`src/rtl/hazard_pkg.sv`:
```
// Shared types and constants for the pipeline hazard controller.
package hazard_pkg;

   // Controller states; encoding 2'd3 is unused and recovers to IDLE.
   typedef enum logic [1:0] {
      IDLE  = 2'd0,
      MUL   = 2'd1,
      FLUSH = 2'd2
   } state_e;

   localparam int         CNT_W   = 4;
   localparam logic [1:0] BR_NONE = 2'b00;

   // Any nonzero branch code means the branch resolved as taken.
   function automatic logic br_taken(input logic [1:0] br);
      return (br != BR_NONE);
   endfunction

endpackage

```
`src/rtl/hazard_loaduse_cmp.sv`:
```
// Load-use comparator: flags a load in ID/EX whose destination is read by the
// instruction in IF/ID. Register 0 is hardwired and never creates a hazard.
module hazard_loaduse_cmp #(
   parameter int REG_AW = 5
) (
   input  logic              memread_i,
   input  logic [REG_AW-1:0] idex_rt_i,
   input  logic [REG_AW-1:0] ifid_rs_i,
   input  logic [REG_AW-1:0] ifid_rt_i,
   input  logic              uses_rt_i,
   output logic              hit_o
);

   logic rt_nonzero_s;
   logic rs_match_s;
   logic rt_match_s;

   assign rt_nonzero_s = (idex_rt_i != {REG_AW{1'b0}});
   assign rs_match_s   = (idex_rt_i == ifid_rs_i);
   assign rt_match_s   = uses_rt_i & (idex_rt_i == ifid_rt_i);
   assign hit_o        = memread_i & rt_nonzero_s & (rs_match_s | rt_match_s);

endmodule

```
`src/rtl/hazard_ctrl.sv`:
```
// Pipeline hazard controller: multiply-latency holds, load-use stalls and
// taken-branch fetch flushes. Outputs are combinational from state and inputs.
// Optional feature: define HAZARD_STATS_EN to add saturating StallCnt/FlushCnt.
module hazard_ctrl
   import hazard_pkg::*;
#(
   parameter int REG_AW   = 5,
   parameter int MUL_LAT  = 3,
   parameter int BR_SLOTS = 1
) (
   input  logic              Clk,
   input  logic              Reset,
   input  logic [1:0]        Branch,
   input  logic              IDEX_MemRead,
   input  logic [REG_AW-1:0] IDEX_Rt,
   input  logic [REG_AW-1:0] IFID_Rs,
   input  logic [REG_AW-1:0] IFID_Rt,
   input  logic              IFID_UsesRt,
   input  logic              MulStart,
   output logic              PCWrite,
   output logic              IFIDWrite,
   output logic              IDEXWrite,
   output logic              IFIDFlush,
   output logic              IDEXFlush,
   output logic              EXMEMFlush,
`ifdef HAZARD_STATS_EN
   output logic [31:0]       StallCnt,
   output logic [31:0]       FlushCnt,
`endif
   output logic              Busy
);

   // Counter preloads; the MUL preload doubles as the number of MUL cycles
   // that follow the initial hold cycle spent in IDLE.
   localparam logic [CNT_W-1:0] MUL_LOAD = (MUL_LAT > 1) ? CNT_W'(MUL_LAT - 2) : {CNT_W{1'b0}};
   localparam logic [CNT_W-1:0] BR_LOAD  = (BR_SLOTS > 1) ? CNT_W'(BR_SLOTS - 2) : {CNT_W{1'b0}};

   state_e           state_q, state_d;
   logic [CNT_W-1:0] cnt_q, cnt_d;
   logic             hit_s;
   logic             pc_wr_s, ifid_wr_s, idex_wr_s;
   logic             ifid_fl_s, idex_fl_s, exmem_fl_s, busy_s;

   hazard_loaduse_cmp #(.REG_AW(REG_AW)) u_cmp (
      .memread_i (IDEX_MemRead),
      .idex_rt_i (IDEX_Rt),
      .ifid_rs_i (IFID_Rs),
      .ifid_rt_i (IFID_Rt),
      .uses_rt_i (IFID_UsesRt),
      .hit_o     (hit_s)
   );

   // State and countdown register; reset aborts any hold or flush in progress.
   always_ff @(posedge Clk) begin
      if (Reset) begin
         state_q <= IDLE;
         cnt_q   <= {CNT_W{1'b0}};
      end else begin
         state_q <= state_d;
         cnt_q   <= cnt_d;
      end
   end

   // Next-state and raw output decode, idle pattern assigned first.
   always_comb begin
      state_d    = state_q;
      cnt_d      = cnt_q;
      pc_wr_s    = 1'b1;
      ifid_wr_s  = 1'b1;
      idex_wr_s  = 1'b1;
      ifid_fl_s  = 1'b0;
      idex_fl_s  = 1'b0;
      exmem_fl_s = 1'b0;
      busy_s     = 1'b0;
      case (state_q)
         IDLE: begin
            if ((MUL_LAT > 1) && MulStart) begin
               pc_wr_s    = 1'b0;
               ifid_wr_s  = 1'b0;
               idex_wr_s  = 1'b0;
               exmem_fl_s = 1'b1;
               cnt_d      = MUL_LOAD;
               if (MUL_LAT > 2) begin
                  state_d = MUL;
               end else begin
                  state_d = IDLE;
               end
            end else if (hit_s) begin
               pc_wr_s   = 1'b0;
               ifid_wr_s = 1'b0;
               idex_fl_s = 1'b1;
            end else if (br_taken(Branch)) begin
               ifid_fl_s = 1'b1;
               if (BR_SLOTS > 1) begin
                  cnt_d   = BR_LOAD;
                  state_d = FLUSH;
               end else begin
                  state_d = IDLE;
               end
            end else begin
               state_d = IDLE;
            end
         end
         MUL: begin
            pc_wr_s    = 1'b0;
            ifid_wr_s  = 1'b0;
            idex_wr_s  = 1'b0;
            exmem_fl_s = 1'b1;
            busy_s     = 1'b1;
            if (cnt_q <= 4'd1) begin
               cnt_d   = {CNT_W{1'b0}};
               state_d = IDLE;
            end else begin
               cnt_d = cnt_q - 4'd1;
            end
         end
         FLUSH: begin
            ifid_fl_s = 1'b1;
            busy_s    = 1'b1;
            if (cnt_q == 4'd0) begin
               state_d = IDLE;
            end else begin
               cnt_d = cnt_q - 4'd1;
            end
         end
         default: begin
            state_d = IDLE;
            cnt_d   = {CNT_W{1'b0}};
         end
      endcase
   end

   // While Reset is held the pipeline sees the idle pattern.
   always_comb begin
      if (Reset) begin
         PCWrite    = 1'b1;
         IFIDWrite  = 1'b1;
         IDEXWrite  = 1'b1;
         IFIDFlush  = 1'b0;
         IDEXFlush  = 1'b0;
         EXMEMFlush = 1'b0;
         Busy       = 1'b0;
      end else begin
         PCWrite    = pc_wr_s;
         IFIDWrite  = ifid_wr_s;
         IDEXWrite  = idex_wr_s;
         IFIDFlush  = ifid_fl_s;
         IDEXFlush  = idex_fl_s;
         EXMEMFlush = exmem_fl_s;
         Busy       = busy_s;
      end
   end

`ifdef HAZARD_STATS_EN
   logic [31:0] stall_cnt_q;
   logic [31:0] flush_cnt_q;

   // Saturating event counters for stalled-PC and IF/ID-flush cycles.
   always_ff @(posedge Clk) begin
      if (Reset) begin
         stall_cnt_q <= 32'd0;
         flush_cnt_q <= 32'd0;
      end else begin
         if (!PCWrite && (stall_cnt_q != 32'hFFFF_FFFF)) begin
            stall_cnt_q <= stall_cnt_q + 32'd1;
         end
         if (IFIDFlush && (flush_cnt_q != 32'hFFFF_FFFF)) begin
            flush_cnt_q <= flush_cnt_q + 32'd1;
         end
      end
   end

   assign StallCnt = stall_cnt_q;
   assign FlushCnt = flush_cnt_q;
`endif

endmodule
```
`config.mk`:
```
export PLATFORM = sky130hd
export DESIGN_NAME = hazard_ctrl
export DESIGN_NICKNAME = d
export VERILOG_FILES = /design/src/rtl/hazard_pkg.sv /design/src/rtl/hazard_loaduse_cmp.sv /design/src/rtl/hazard_ctrl.sv
export SDC_FILE = /design/constraint.sdc
export NUM_CORES = 1
export LEC_CHECK = 0
export BUFFER_PORTS_ARGS = -buffer_cell sky130_fd_sc_hd__buf_2
export CORE_MARGIN = 5
export CORE_UTILIZATION = 30
export DETAILED_ROUTE_END_ITERATION = 10
export SYNTH_ARGS = -nofsm -noshare
export SYNTH_HDL_FRONTEND = slang
export SYNTH_SLANG_ARGS = --single-unit
```
`constraint.sdc`:
```
create_clock -name Clk -period 1.8 [get_ports Clk]
set_clock_uncertainty 0.05 [all_clocks]
set_input_delay 0.18 -clock Clk [delete_from_list [all_inputs] [get_ports Clk]]
set_output_delay 0.18 -clock Clk [all_outputs]
set_load 0.03 [all_outputs]
```
==> metrics.txt <==
fmax=0.576 GHz; VDD IR max=0.407 mV; Non-Filler Instances=110; antenna fix cells=0; largest net degree at the start of global routing=10; RSZ-0062 raised after global routing=no; CP Capture Type=primary output; gr ovfl total=0; clk root buf=clkbuf_4; Cell Pwr Density=620 nW/um2; length of the first detailed-routing pass in iterations=4; worst hold-check path type=in -> reg; GPL Wtd Cong=0.808; placed instance count=106; ANT nets after route=0; Initial Utilization=30.9%; Clk network pwr share=30.0%; critical path type=in -> out; IO buf count=28; Boundary Pins=29; CORE AREA=1450 um2; Distinct cells, synth=25; final worst-path cycle share=96.5%; antenna violations before repair=0; CTS buffer count=3; DRC violations left=0; Leak Pwr=0.000304 uW; Slew @ Worst Pin=0.313 ns; CP arrival=1.51 ns; Net Sw Frac=34.4%; WHS=0.175 ns; Final Power=437 uW; Worst path slowest cell=or4_4; DRT iter0 DRCs=8; CTS tree=done; Layout area overhead=56.8%; Detailed Place HPWL=1090 um; CP peak stage delay=0.54 ns; number of global-route vias before repair=505; clock buffer depth=2; FF+latch count, synth=5; outcome=finished clean; Avg WL per Cell=11.3 um; CP Launch Type=input pin; Worst-path clk slew=0.05 ns; share of layout cells above drive strength 1=46.8%; P_sw=150 uW; Post-Syn Area=449 um2; register area share after synthesis=22.3%; Max-slew headroom=78.6%; Ys Warns=0; final worst path period need=1.74 ns; first-pass GRT wire length=2060 um; Synth area leaders=dfxtp_1 (22%), xnor2_1 (19%), nor2_1 (5.8%); Post-DP Area=662 um2; number of H-tree levels=1; Synth area leader=dfxtp_1; post-route cell area=704 um2; post-synth top area share=22.3%; Int Pwr=287 uW; Die ar.=2370 um2; Hold Buf Count CTS=0; Bufs and invs on worst path=3; chip height=48.7 um; row count=14; Tot GR Track Use=10.9%; # setup viols final=0; die span in x=48.7 um; clock latency on the worst-skew pair=0.25 ns; Req. time, crit path=1.57 ns; final hold violation count=0; Post-Synthesis Cells=59; max cap viols=0; Post-layout nets=119; routed wire length=1240 um; share of power burned in registers=30.1%; CP top delay family=simple AND/OR/NAND/NOR gates; worst-path cell chain=buf_2 -> or4_4 -> o21ai_4 -> inv_2 -> a2111oi_4 -> buf_4; post-CTS setup buffer count=0; crit-path max FO=2; final slew viol count=0; via count of the routed design=510; clock sinks=5; Logic pwr share=39.9%; syn avg cell area=7.61 um2; post-synthesis net count=83; drt via density=4.64
-- through the flow --
| step | setup slack, ns | util (%) | setup TNS [ns] |
|---|---|---|---|
| 2_1_floorplan | 0.00515 | - | 0 |
| 3_3_place_gp | -0.0230 | 45.5 | -0.0230 |
| 3_5_place_dp | -0.0371 | 45.5 | -0.0371 |
| 4_1_cts | 0.0340 | 48.3 | 0 |
| 5_1_grt | 0.0232 | 48.5 | 0 |
| 6_report | 0.0638 | 48.5 | 0 |
-- flip-flops by register name (all words and copies together) (netlist names) --
signal / cells
cnt_q: 4
state_q: 1
-- synth_stat cells --
master     number
a2111oi_2       1
inv_1           4
nand3_1         1
nor3_1          2
inv_2           1
nor2_1          7
nor4b_1         1
nand4_1         1
a21oi_1         4
dfxtp_1         5
nand4b_1        2
ha_1            2
or3_1           2
o22ai_1         1
nand3b_1        1
nor2b_1         3
o21ai_2         1
clkbuf_1        2
or4_1           1
o21ai_0         2
a2111oi_0       1
nand2_1         2
nand2b_1        1
xnor2_1        10
buf_4           1
-- cells in the final DEF (no fill, tap or decap) --
| cell | n |
|---|---|
| inv_1 | 4 |
| a2111oi_4 | 1 |
| nor2b_1 | 3 |
| a21oi_1 | 3 |
| nor3_1 | 2 |
| or3_1 | 2 |
| nand4b_1 | 2 |
| o22ai_1 | 1 |
| nand4_1 | 1 |
| nor2_2 | 1 |
| nand2_1 | 2 |
| o21ai_0 | 2 |
| nand3b_1 | 1 |
| a2111oi_0 | 1 |
| dfxtp_1 | 5 |
| nand3_1 | 1 |
| clkbuf_1 | 1 |
| inv_2 | 1 |
| xnor2_1 | 10 |
| o21ai_4 | 1 |
| nand2b_1 | 1 |
| buf_2 | 27 |
| nor4b_2 | 1 |
| ha_1 | 2 |
| clkbuf_4 | 3 |
| a21oi_2 | 1 |
| or4_4 | 1 |
| buf_4 | 7 |
| nor2_1 | 6 |
-- logic make-up after synthesis --
group | share of synthesized area [%]
compound gates | 15.3
buf+inv | 7.52
flops | 22.3
xor+xnor | 19.5
simple gates | 29.8
fa+ha+maj | 5.57
-- path summary, 6_finish.rpt --
path,startpoint,end,slack (ns),cells after the start
hold reg to reg,cnt_q[2],cnt_q[2],0.45,2
setup / recovery,IDEX_Rt[3],IFIDFlush,0.06,6
setup reg to reg,cnt_q[0],cnt_q[0],0.41,5
hold / removal,MulStart,cnt_q[1],0.17,3
-- power by group through the flow --
stage          Combinational [uW]  Sequential, uW  Clock, uW
6_report                      175             131        131
3_3_place_gp                  170             132          0
4_1_cts                       176             131        136
2_1_floorplan                 112             130          0
5_1_grt                       195             133        147
3_5_place_dp                  172             133          0
-- per-layer routing --
metal	GRT usage, %	vias to the layer above	part of all wire [%]
met5	0	-	0
met1	13.6	222	46
met2	15.9	11	48
met4	2.69	0	0
met3	6.13	0	6.2
li1	-	277	-
-- layout make-up --
cell class / count / area, um2
inverters: 5 / 18.8
well taps: 16 / 20.0
repair buffers: 34 / 188
multi-input cells: 46 / 352
flip-flops and latches: 5 / 100
fillers: 160 / 749
clock buffers: 4 / 26.3
-- worst min-delay path, delay by kind of cell --
| family | cells | cell delay [ns] |
|---|---|---|
| AOI/OAI and AO/OA | 1 | 0.05 |
| and+or+nand+nor | 1 | 0.09 |
| buffers and inverters | 1 | 0.09 |
-- repair_timing --
item                                    4_1_cts  5_1_grt
endpoints found under the setup margin        1        4
gates resized for setup                       3        1
pin swaps                                     3        1
Note: power is estimated with default switching activity, not from simulation.
